--- src/rtl/lcd_pkg.sv ---
// Shared definitions for the LCD message scheduler slice.
//   LCD_COLS      : characters per display line
//   lcd_char_t    : one display character code
//   lcd_line_t    : one full 16-character line, element 0 is the leftmost column
//   BLANK_LINE    : a line of spaces
//   sched_state_t : scheduler ownership state (IDLE, SHOW)
package lcd_pkg;

  localparam int LCD_COLS = 16;

  typedef logic [7:0] lcd_char_t;
  typedef lcd_char_t [0:LCD_COLS-1] lcd_line_t;

  localparam lcd_line_t BLANK_LINE = {LCD_COLS{8'h20}};

  typedef enum logic {
    IDLE = 1'b0,
    SHOW = 1'b1
  } sched_state_t;

endpackage

--- src/rtl/lcd_msg_scheduler_if.sv ---
// Bundle between the message sources, the LCD string writer and the scheduler.
//   iReq/iUrgent          : per-source level request and urgency qualifier
//   iString0/iString1     : per-source line-1 / line-2 text
//   iFrameDone            : end-of-refresh pulse from the string writer
//   oString0/oString1     : registered text buffers feeding the writer
//   oGrant/oOwner         : one-hot owner and binary index of current/last owner
//   oSwitch/oBusy         : ownership-load pulse and "screen owned" flag
// Modports: master = sources/writer side, slave = scheduler side.
interface lcd_msg_scheduler_if #(
  parameter int N_REQ = 4
);
  import lcd_pkg::*;

  logic [N_REQ-1:0]      iReq;
  logic [N_REQ-1:0]      iUrgent;
  lcd_line_t [0:N_REQ-1] iString0;
  lcd_line_t [0:N_REQ-1] iString1;
  logic                  iFrameDone;

  lcd_line_t             oString0;
  lcd_line_t             oString1;
  logic [N_REQ-1:0]      oGrant;
  logic [2:0]            oOwner;
  logic                  oSwitch;
  logic                  oBusy;

  modport master (
    output iReq, iUrgent, iString0, iString1, iFrameDone,
    input  oString0, oString1, oGrant, oOwner, oSwitch, oBusy
  );

  modport slave (
    input  iReq, iUrgent, iString0, iString1, iFrameDone,
    output oString0, oString1, oGrant, oOwner, oSwitch, oBusy
  );

endinterface

--- src/rtl/lcd_rr_pick.sv ---
// Combinational rotating-priority picker.
//   req    : candidate vector
//   urgent : urgency mask; if any candidate is urgent only urgent ones compete
//   ptr    : index where the circular search starts
//   win    : first eligible index at or after ptr (wrapping)
//   valid  : high when any candidate exists
module lcd_rr_pick #(
  parameter int N_REQ = 4,
  parameter int IDX_W = (N_REQ > 1) ? $clog2(N_REQ) : 1
) (
  input  logic [N_REQ-1:0] req,
  input  logic [N_REQ-1:0] urgent,
  input  logic [IDX_W-1:0] ptr,
  output logic [IDX_W-1:0] win,
  output logic             valid
);

  localparam int IW1 = IDX_W + 1;

  logic [N_REQ-1:0] pool;
  logic [IW1-1:0]   idx;

  // Urgent candidates shadow everyone else; the scan walks the pool
  // circularly from ptr and keeps the first hit.
  always_comb begin
    pool  = ((req & urgent) != '0) ? (req & urgent) : req;
    win   = '0;
    valid = 1'b0;
    idx   = '0;
    for (int i = 0; i < N_REQ; i++) begin
      idx = {1'b0, ptr} + IW1'(i);
      if (idx >= IW1'(N_REQ)) begin
        idx = idx - IW1'(N_REQ);
      end
      if (!valid && pool[idx[IDX_W-1:0]]) begin
        valid = 1'b1;
        win   = idx[IDX_W-1:0];
      end
    end
  end

endmodule

--- src/rtl/lcd_msg_scheduler.sv ---
// Shares the two-line LCD text path between N_REQ message sources.
// Ownership changes only on the writer's end-of-refresh pulse (except the
// first grant from IDLE), so the writer never shows a mix of two sources.
//   iCLK_50 : 50 MHz clock
//   iRST_N  : asynchronous active-low reset
//   bus     : scheduler side of lcd_msg_scheduler_if (see interface header)
module lcd_msg_scheduler #(
  parameter int         N_REQ       = 4,
  parameter int         HOLD_FRAMES = 8,
  parameter logic [7:0] BLANK_CHAR  = 8'h20
) (
  input  logic               iCLK_50,
  input  logic               iRST_N,
  lcd_msg_scheduler_if.slave bus
);
  import lcd_pkg::*;

  localparam int        IDX_W     = (N_REQ > 1) ? $clog2(N_REQ) : 1;
  localparam lcd_line_t FILL_LINE = {LCD_COLS{BLANK_CHAR}};

  sched_state_t     state_q, state_d;
  lcd_line_t        str0_q, str0_d;
  lcd_line_t        str1_q, str1_d;
  logic [N_REQ-1:0] grant_q, grant_d;
  logic [IDX_W-1:0] owner_q, owner_d;
  logic [IDX_W-1:0] ptr_q, ptr_d;
  logic [7:0]       cnt_q, cnt_d;
  logic             switch_q, switch_d;

  logic [N_REQ-1:0] cand;
  logic [IDX_W-1:0] win;
  logic             win_valid;
  logic             owner_req;
  logic             owner_urg;
  logic             urgent_other;
  logic [8:0]       cnt_inc;
  logic             hold_hit;
  logic             load;

  // While showing, the current owner is not a candidate against itself.
  always_comb begin
    cand         = (state_q == SHOW) ? (bus.iReq & ~grant_q) : bus.iReq;
    owner_req    = bus.iReq[owner_q];
    owner_urg    = owner_req & bus.iUrgent[owner_q];
    urgent_other = |(cand & bus.iUrgent);
    cnt_inc      = {1'b0, cnt_q} + 9'd1;
    hold_hit     = cnt_inc >= 9'(HOLD_FRAMES);
  end

  lcd_rr_pick #(
    .N_REQ (N_REQ),
    .IDX_W (IDX_W)
  ) u_pick (
    .req    (cand),
    .urgent (bus.iUrgent),
    .ptr    (ptr_q),
    .win    (win),
    .valid  (win_valid)
  );

  // Next-state logic. In SHOW nothing moves except on iFrameDone; the
  // decision order is urgent preempt, owner release, hold expiry, then
  // live refresh of the owner's text. Any ownership load is applied last.
  always_comb begin
    state_d  = state_q;
    str0_d   = str0_q;
    str1_d   = str1_q;
    grant_d  = grant_q;
    owner_d  = owner_q;
    ptr_d    = ptr_q;
    cnt_d    = cnt_q;
    switch_d = 1'b0;
    load     = 1'b0;

    case (state_q)
      IDLE: begin
        if (|bus.iReq) begin
          load = 1'b1;
        end
      end
      SHOW: begin
        if (bus.iFrameDone) begin
          if (urgent_other && !owner_urg) begin
            load = 1'b1;
          end else if (!owner_req) begin
            if (win_valid) begin
              load = 1'b1;
            end else begin
              state_d = IDLE;
              grant_d = '0;
            end
          end else if (hold_hit && win_valid) begin
            load = 1'b1;
          end else begin
            str0_d = bus.iString0[owner_q];
            str1_d = bus.iString1[owner_q];
            cnt_d  = hold_hit ? 8'(HOLD_FRAMES) : cnt_q + 8'd1;
          end
        end
      end
      default: state_d = IDLE;
    endcase

    if (load) begin
      state_d       = SHOW;
      str0_d        = bus.iString0[win];
      str1_d        = bus.iString1[win];
      grant_d       = '0;
      grant_d[win]  = 1'b1;
      owner_d       = win;
      ptr_d         = (win == IDX_W'(N_REQ - 1)) ? '0 : win + IDX_W'(1);
      cnt_d         = '0;
      switch_d      = 1'b1;
    end
  end

  // State and output registers; reset blanks the writer immediately.
  always_ff @(posedge iCLK_50 or negedge iRST_N) begin
    if (!iRST_N) begin
      state_q  <= IDLE;
      str0_q   <= FILL_LINE;
      str1_q   <= FILL_LINE;
      grant_q  <= '0;
      owner_q  <= '0;
      ptr_q    <= '0;
      cnt_q    <= '0;
      switch_q <= 1'b0;
    end else begin
      state_q  <= state_d;
      str0_q   <= str0_d;
      str1_q   <= str1_d;
      grant_q  <= grant_d;
      owner_q  <= owner_d;
      ptr_q    <= ptr_d;
      cnt_q    <= cnt_d;
      switch_q <= switch_d;
    end
  end

  assign bus.oString0 = str0_q;
  assign bus.oString1 = str1_q;
  assign bus.oGrant   = grant_q;
  assign bus.oOwner   = 3'(owner_q);
  assign bus.oSwitch  = switch_q;
  assign bus.oBusy    = (state_q == SHOW);

endmodule

--- src/flat_wrapper.sv ---
// flat-port wrapper written by rule: the top's interface ports become plain ports
module lcd_msg_scheduler_flat import lcd_pkg::*;
#(
  parameter int         N_REQ       = 4,
  parameter int         HOLD_FRAMES = 8,
  parameter logic [7:0] BLANK_CHAR  = 8'h20
)
  (iCLK_50, iRST_N, bus_iReq, bus_iUrgent, bus_iString0, bus_iString1, bus_iFrameDone, bus_oString0, bus_oString1, bus_oGrant, bus_oOwner, bus_oSwitch, bus_oBusy);
  lcd_msg_scheduler_if #(.N_REQ(N_REQ)) bus_i ();
  input  logic iCLK_50;
  input  logic iRST_N;
  input wire logic [$bits(bus_i.iReq)-1:0] bus_iReq;
  input wire logic [$bits(bus_i.iUrgent)-1:0] bus_iUrgent;
  input wire logic [$bits(bus_i.iString0)-1:0] bus_iString0;
  input wire logic [$bits(bus_i.iString1)-1:0] bus_iString1;
  input wire logic [$bits(bus_i.iFrameDone)-1:0] bus_iFrameDone;
  output wire logic [$bits(bus_i.oString0)-1:0] bus_oString0;
  output wire logic [$bits(bus_i.oString1)-1:0] bus_oString1;
  output wire logic [$bits(bus_i.oGrant)-1:0] bus_oGrant;
  output wire logic [$bits(bus_i.oOwner)-1:0] bus_oOwner;
  output wire logic [$bits(bus_i.oSwitch)-1:0] bus_oSwitch;
  output wire logic [$bits(bus_i.oBusy)-1:0] bus_oBusy;
  assign bus_i.iReq = bus_iReq;
  assign bus_i.iUrgent = bus_iUrgent;
  assign bus_i.iString0 = bus_iString0;
  assign bus_i.iString1 = bus_iString1;
  assign bus_i.iFrameDone = bus_iFrameDone;
  assign bus_oString0 = bus_i.oString0;
  assign bus_oString1 = bus_i.oString1;
  assign bus_oGrant = bus_i.oGrant;
  assign bus_oOwner = bus_i.oOwner;
  assign bus_oSwitch = bus_i.oSwitch;
  assign bus_oBusy = bus_i.oBusy;
  lcd_msg_scheduler #(.N_REQ(N_REQ), .HOLD_FRAMES(HOLD_FRAMES), .BLANK_CHAR(BLANK_CHAR)) u_core (.iCLK_50(iCLK_50), .iRST_N(iRST_N), .bus(bus_i));
endmodule
--- config.mk ---
export PLATFORM = sky130hd
export DESIGN_NAME = lcd_msg_scheduler_flat
export DESIGN_NICKNAME = d
export VERILOG_FILES = /design/src/rtl/lcd_pkg.sv /design/src/rtl/lcd_msg_scheduler_if.sv /design/src/rtl/lcd_rr_pick.sv /design/src/rtl/lcd_msg_scheduler.sv /design/src/flat_wrapper.sv
export SDC_FILE = /design/constraint.sdc
export NUM_CORES = 1
export LEC_CHECK = 0
export ABC_AREA = 1
export CAP_MARGIN = 20
export CELL_PAD_IN_SITES_DETAIL_PLACEMENT = 0
export CELL_PAD_IN_SITES_GLOBAL_PLACEMENT = 1
export CORE_AREA = 5 5 507 509
export DETAILED_ROUTE_END_ITERATION = 10
export DIE_AREA = 0 0 512 514
export GPL_TIMING_DRIVEN = 0
export PLACE_DENSITY = 0.51
export REMOVE_ABC_BUFFERS = 1
export SLEW_MARGIN = 40
export SYNTH_ARGS = -nofsm -noshare
export SYNTH_HDL_FRONTEND = slang
export SYNTH_HIERARCHICAL = 1
export SYNTH_SLANG_ARGS = --single-unit
--- constraint.sdc ---
create_clock -name iCLK_50 -period 7.6 [get_ports iCLK_50]
set_input_delay 2.28 -clock iCLK_50 [delete_from_list [all_inputs] [get_ports iCLK_50]]
set_output_delay 2.28 -clock iCLK_50 [all_outputs]
set_load 0.05 [all_outputs]
==> results of run 1 <==
==> registers in the layout (all words and copies together), names as in the netlist <==
name,cells
u_core/bus.oString0,128
u_core/bus.oSwitch,1
u_core/bus.oString1,128
u_core/ptr_q,2
u_core/bus.oGrant,4
u_core/owner_q,2
u_core/bus.oBusy,1
u_core/cnt_q,8
==> metrics by stage <==
step                std cells  utilization
finish                  10000        0.205
global route            10000        0.205
CTS                      9984        0.205
detailed placement       9893        0.198
global placement         9742        0.185
floorplan                5078            -
==> worst max-delay path, delay by kind of cell <==
family                 cells  cell delay, ns
AND/OR/NAND/NOR           13            1.56
AO/OA/AOI/OAI              3            0.54
buffers and inverters      8            2.04
==> Yosys cell counts, drive strengths merged <==
cell,n
a21boi,2
a21oi,5
buf,169
clkbuf,400
clkinv,1
conb,1
dfrtp,242
dfstp,32
ha,6
inv,542
nand2,855
nand3,291
nand3b,256
nand4,259
nor2,1040
nor3,1
o21a,1
o21ai,1030
o21bai,1
o22ai,512
xnor2,1
==> power breakdown <==
group	total, mW	internal, mW	switching, mW	leakage (nW)
Combinational	28.6	9.33	19.3	17.8
Clock	2.48	1.49	0.989	0.835
Sequential	2.86	2.38	0.480	3.21
==> logic make-up after synthesis <==
family	count (synthesis)	synth area share
buf+inv	1112	0.138
simple gates	2702	0.381
flops	274	0.216
compound gates	1551	0.263
fa+ha+maj	6	0.00235
xor+xnor	1	0.000508
other cells	1	0.000117
==> final cells by class <==
| cell class | instances | area, sq um | area share |
|---|---|---|---|
| multi-input cells | 4261 | 20800 | 0.400 |
| clock buffers | 70 | 1450 | 0.0279 |
| diodes | 49 | 123 | 0.00236 |
| inverters | 543 | 2070 | 0.0398 |
| clock inverters | 21 | 256 | 0.00494 |
| repair buffers | 1449 | 16100 | 0.310 |
| flip-flops and latches | 274 | 6900 | 0.133 |
| well taps | 3366 | 4210 | 0.0812 |
==> how the worst min path moves through the flow <==
stage / to / cells after the start
CTS: u_core/cnt_q[5]$_DFFE_PN0P_ / 2
detailed placement: u_core/cnt_q[4]$_DFFE_PN0P_ / 2
finish: u_core/cnt_q[5]$_DFFE_PN0P_ / 2
floorplan: u_core/cnt_q[4]$_DFFE_PN0P_ / 2
global placement: u_core/cnt_q[5]$_DFFE_PN0P_ / 2
global route: u_core/cnt_q[4]$_DFFE_PN0P_ / 2
==> metal layers <==
layer	routed length (um)	vias to the layer above	global-route usage
li1	-	21000	-
met1	107000	22000	0.232
met2	115000	2209	0.289
met3	23600	297	0.0541
met4	6020	54	0.0491
met5	344	-	0
==> summary.md, run 1 <==
| Metric | Value |
|---|---|
| Syn Area/Cell | `5.67 sq um` |
| Worst Setup SP | `bus_iReq[1]` |
| Reg-to-Reg End | `u_core/bus.oString0[70]$_DFFE_PN0P_` |
| Drt total wl | `252000 um` |
| Worst R2R Setup Slack | `2.89 ns` |
| Antenna violations before repair | `95` |
| Max-slew violations | `0` |
| Area grow syn2layout | `62.2%` |
| DR pass1 iterations | `8` |
| Setup Skew | `0.0238 ns` |
| Die area | `between 200000 and 300000 sq um` |
| Pre-CTS setup slack | `0.826 ns` |
| Yosys cell types | `34` |
| Leakage | `21.8 nW` |
| Clk root buf | `clkbuf_16` |
| Seq cells post-synth | `274` |
| Syn Inst Count | `5647` |
| CTS H-tree depth | `2` |
| Time the worst path needs with I/O delays and setup | `6.10 ns` |
| CP startpoint kind | `primary input` |
| Reg clk slew, reported paths | `about 0.06 ns` |
| Clock tree sinks | `274` |
| HPWL Detailed | `188000 um` |
| Worst-path cell chain | `clkdlybuf4s50_1 -> inv_1 -> a21oi_1 -> nand2_2 -> nand2_1 -> nor2_2 -> nand2_1 -> nand3_1 -> nand3_1 -> nand2_2 -> nand3_1 -> nand2_1 -> inv_1 -> nand3_4 -> buf_12 -> inv_8 -> buf_16 -> buf_16 -> o21ai_0 -> o22ai_1 -> nand2_1 -> nand2_1 -> nand2_1 -> inv_1` |
| Final worst slack | `around 1.5 ns` |
| Slowest-stage cell, CP | `clkdlybuf4s50_1` |
| Max-Cap Viols | `0` |
| CTS Hold Bufs | `0` |
| Finish-stage setup viols | `0` |
| Share of layout cells above drive strength 1 | `0.0474` |
| Rows | `185` |
| Max Freq | `164 MHz` |
| RSZ-0062 raised after global routing | `no` |
| Reg2reg path depth | `19` |
| Most frequent cells in the layout | `clkdlybuf4s50_1, nor2_1, o21ai_0, nand2_1, inv_1` |
| Critical path required time | `8.19 ns` |
| Nets@finish | `approximately 7600` |
| Register area share after synthesis | `0.216` |
| Die Span X | `around 510 um` |
| Most common cell after layout, fill and taps aside | `clkdlybuf4s50_1` |
| Post_cts resized | `0` |
| Worst hold slack | `0.495 ns` |
| Setup TNS | `0 ns` |
| Largest net degree at the start of global routing | `93` |
| Num CTS Buffers | `49` |
| DRT antenna net count | `0` |
| Main area contributors after synthesis | `dfrtp_1, o21ai_0, nor2_1, o22ai_1, nand2_1` |
| Drt via density | `around 4.5` |
| Crit end category | `flop` |
| Drt drc | `0` |
| Slew @ Worst Pin | `approximately 0.79 ns` |
| CTS tree | `done` |
| Ys Warns | `6` |
| DR WL/cell | `25.1 um` |
| Final instance area | `51900 sq um` |
| Yosys top cell by area | `dfrtp_1` |
| Routed via count | `around 46000` |
| Gr ovfl total | `0` |
| Max VDD drop | `490 uV` |
| Clock Latency Late Sink | `0.64 ns` |
| Final period util | `0.802` |
| First-pass GRT wire length | `350000 um` |
| Cell Area, Placed | `50100 sq um` |
| Fill cells | `28400` |
| Clock buffer depth | `3` |
| Worst R2R Start | `u_core/owner_q[1]$_DFFE_PN0P_` |
| CP Max Fanout | `80` |
| GRT Total Usage | `0.179` |
| Core ar. | `253000 sq um` |
| GP Congestion | `0.829` |
| Initial Util | `0.127` |
| Hold wc startpoint | `u_core/cnt_q[5]$_DFFE_PN0P_` |
| Most frequent CP cell | `nand2_1` |
| IO Count | `1300` |
| Worst Path Arrival | `roughly 6.7 ns` |
| 1st-iter DRT viols | `4117` |
| Vias in the first global route | `~43000` |
| Synth top area share | `0.189` |
| Slew HR | `0.472` |
| Crit-path max cell delay | `0.55 ns` |
| PwrDens | `654 nW/um^2` |
| Hold Vio Cnt, Final | `0` |
| DIE HEIGHT | `514 um` |
| WS Path Type | `in -> reg` |
| Postcts setup bufs | `0` |
| Worst Setup EP | `u_core/bus.oString1[109]$_DFFE_PN1P_` |
| Hold/Removal Path Class | `reg -> reg` |
| Pwr Total | `33.9 mW` |
| Port Buf Inserts | `between 1000 and 1500` |
| Status | `completed` |
| Post-Syn Area | `32000 sq um` |
Power figures use the tool's default switching activity.
==> run 2, diff against run 1 <==
--- a/config.mk
+++ b/config.mk
@@ -9,11 +9,11 @@
 export CAP_MARGIN = 20
 export CELL_PAD_IN_SITES_DETAIL_PLACEMENT = 0
 export CELL_PAD_IN_SITES_GLOBAL_PLACEMENT = 1
-export CORE_AREA = 5 5 507 509
+export CORE_AREA = 5 5 509 511
 export DETAILED_ROUTE_END_ITERATION = 10
-export DIE_AREA = 0 0 512 514
+export DIE_AREA = 0 0 514 516
 export GPL_TIMING_DRIVEN = 0
-export PLACE_DENSITY = 0.51
+export PLACE_DENSITY = 0.5
 export REMOVE_ABC_BUFFERS = 1
 export SLEW_MARGIN = 40
 export SYNTH_ARGS = -nofsm -noshare
==> constraint.sdc (replaced) <==
create_clock -name iCLK_50 -period 6.19 [get_ports iCLK_50]
set_input_delay 1.857 -clock iCLK_50 [delete_from_list [all_inputs] [get_ports iCLK_50]]
set_output_delay 1.857 -clock iCLK_50 [all_outputs]
set_load 0.05 [all_outputs]
==> summary.md, run 2 (same netlist as run 1, synthesis figures left out) <==
| Metric | Value |
|---|---|
| Max VDD drop | `622 uV` |
| Cells after DPL | `between 9000 and 10000` |
| Slew HR | `0.446` |
| GP Congestion | `between 0.8 and 0.9` |
| DR pass1 iterations | `8` |
| Cell Area, Placed | `50100 sq um` |
| GRT Total Usage | `0.182` |
| CTS H-tree depth | `2` |
| Crit end category | `flop` |
| Share of layout cells above drive strength 1 | `0.0485` |
| Leakage | `21.9 nW` |
| Largest net degree at the start of global routing | `101` |
| Worst R2R Setup Slack | `roughly 1.2 ns` |
| Worst Setup EP | `u_core/bus.oString0[118]$_DFFE_PN0P_` |
| Nets@finish | `about 7600` |
| Vias in the first global route | `44200` |
| Max Freq | `170 MHz` |
| Setup TNS | `0 ns` |
| Rows | `185` |
| Final worst slack | `0.318 ns` |
| Fin cells | `10000` |
| HPWL Detailed | `roughly 190000 um` |
| Max-Cap Viols | `0` |
| Critical path required time | `6.77 ns` |
| Antenna violations before repair | `between 100 and 150` |
| Clk root buf | `clkbuf_16` |
| Die Span X | `514 um` |
| CTS tree | `done` |
| Reg2reg path depth | `19` |
| Max-slew violations | `0` |
| Setup Skew | `0.0422 ns` |
| Most frequent cells in the layout | `clkdlybuf4s50_1, nor2_1, o21ai_0, nand2_1, inv_1` |
| Fill cells | `28500` |
| CP Max Fanout | `41` |
| Gr ovfl total | `0` |
| Reg-to-Reg End | `u_core/bus.oString0[118]$_DFFE_PN0P_` |
| WS Path Type | `in -> reg` |
| Gr busiest metal | `met2` |
| First-pass GRT wire length | `between 300000 and 400000 um` |
| Most common cell after layout, fill and taps aside | `clkdlybuf4s50_1` |
| Worst R2R Start | `u_core/owner_q[1]$_DFFE_PN0P_` |
| PwrDens | `around 810 nW/um^2` |
| Hold/Removal Path Class | `reg -> reg` |
| Initial Util | `0.126` |
| Met2 global-route usage | `0.300` |
| RSZ-0062 raised after global routing | `no` |
| Worst Path Arrival | `6.45 ns` |
| Clock tree sinks | `274` |
| Final period util | `0.949` |
| Drt drc | `0` |
| Global-route track usage on met1 | `0.229` |
| DR WL/cell | `25.8 um` |
| Slew @ Worst Pin | `0.828 ns` |
| 1st-iter DRT viols | `4000` |
| Hold Vio Cnt, Final | `0` |
| Core ar. | `253000 sq um` |
| Time the worst path needs with I/O delays and setup | `between 5 and 6 ns` |
| Finish-stage setup viols | `0` |
| IO Count | `1300` |
| DRT antenna net count | `0` |
| Drt via density | `around 4.6` |
| Area of the multi-input gates | `20800 sq um` |
| Port Buf Inserts | `around 1300` |
| Pre-CTS setup slack | `-0.440 ns` |
| Clock buffer depth | `3` |
| Area grow syn2layout | `62.7%` |
| CP startpoint kind | `primary input` |
| Num CTS Buffers | `50` |
| Routed via count | `~46000` |
| Final instance area | `between 50000 and 60000 sq um` |
| Drt total wl | `259000 um` |
| Status | `completed` |
| Clock Latency Late Sink | `0.66 ns` |
| Die area | `between 200000 and 300000 sq um` |
| Reg area | `6900 sq um` |
| CTS Hold Bufs | `0` |
| DIE HEIGHT | `516 um` |
| Worst Setup SP | `bus_iReq[2]` |
| GR Layer Usage met3 | `0.0601` |
| Reg clk slew, reported paths | `0.05 ns` |
## run 2: changes by cell type in the layout (fill, tap and decap cells not counted), moves of 2 or more
cell / change
clkinvlp_4: +2
clkinv_8: +2
buf_12: +2
bufinv_16: +2
inv_6: -2
clkinv_4: -2
## run 2: stage by stage
step	util	hold slack, ns	power (mW)
after floorplan	-	0.473	19.4
after global placement	0.185	0.482	21.1
after detailed placement	0.198	0.486	38.8
after CTS	0.205	0.496	42.3
after global routing	0.205	0.522	45.5
final	0.205	0.492	42.1
## run 2: power breakdown
group	switching, mW	internal, mW
Combinational	23.9	11.5
Sequential	0.602	2.92
Clock	1.24	1.93
## run 2: final cells by class
cell class | instances | share of cell area
clock buffers | 70 | 0.0280
well taps | 3366 | 0.0809
inverters | 543 | 0.0397
diodes | 48 | 0.00231
multi-input cells | 4262 | 0.399
repair buffers | 1453 | 0.311
flip-flops and latches | 274 | 0.133
clock inverters | 22 | 0.00623
## run 2: timing repair
action | in CTS | in global routing
buffers inserted | 0 | 1
resized for setup | 0 | 0
setup endpoints to repair | 0 | 13
## run 2: worst min-delay path by stage
stage / to / cells after the start / from / slack [ns]
2_1_floorplan: u_core/cnt_q[4]$_DFFE_PN0P_ / 2 / u_core/cnt_q[4]$_DFFE_PN0P_ / 0.47
3_3_place_gp: u_core/cnt_q[6]$_DFFE_PN0P_ / 2 / u_core/cnt_q[6]$_DFFE_PN0P_ / 0.48
3_5_place_dp: u_core/cnt_q[4]$_DFFE_PN0P_ / 2 / u_core/cnt_q[4]$_DFFE_PN0P_ / 0.49
4_1_cts: u_core/cnt_q[4]$_DFFE_PN0P_ / 2 / u_core/cnt_q[4]$_DFFE_PN0P_ / 0.50
5_1_grt: u_core/cnt_q[7]$_DFFE_PN0P_ / 2 / u_core/cnt_q[7]$_DFFE_PN0P_ / 0.52
6_report: u_core/cnt_q[4]$_DFFE_PN0P_ / 2 / u_core/cnt_q[4]$_DFFE_PN0P_ / 0.49
## run 2: critical path: stages
cell and delay (ns):
clkdlybuf4s50_1 0.55, inv_1 0.08, a21oi_1 0.21, nand2_1 0.16, nand2_1 0.11, nor2_2 0.06
nand2_1 0.09, nand3_2 0.10, nand3_1 0.15, nand2_2 0.09, nor2_4 0.14, nand4_1 0.31
nand3_4 0.18, buf_12 0.22, buf_12 0.24, buf_12 0.27, buf_12 0.23, buf_12 0.24
buf_16 0.21, o21ai_0 0.11, o22ai_1 0.17, nand2_1 0.08, nand2_1 0.25, nand2_1 0.08
inv_1 0.06
## run 2: metal layers
metal	routed length, um	vias to the layer above	share of wire
met5	740	-	0.0029
met2	118000	2225	0.46
met4	6770	114	0.026
met1	108000	22200	0.42
li1	-	21100	-
met3	24600	381	0.095
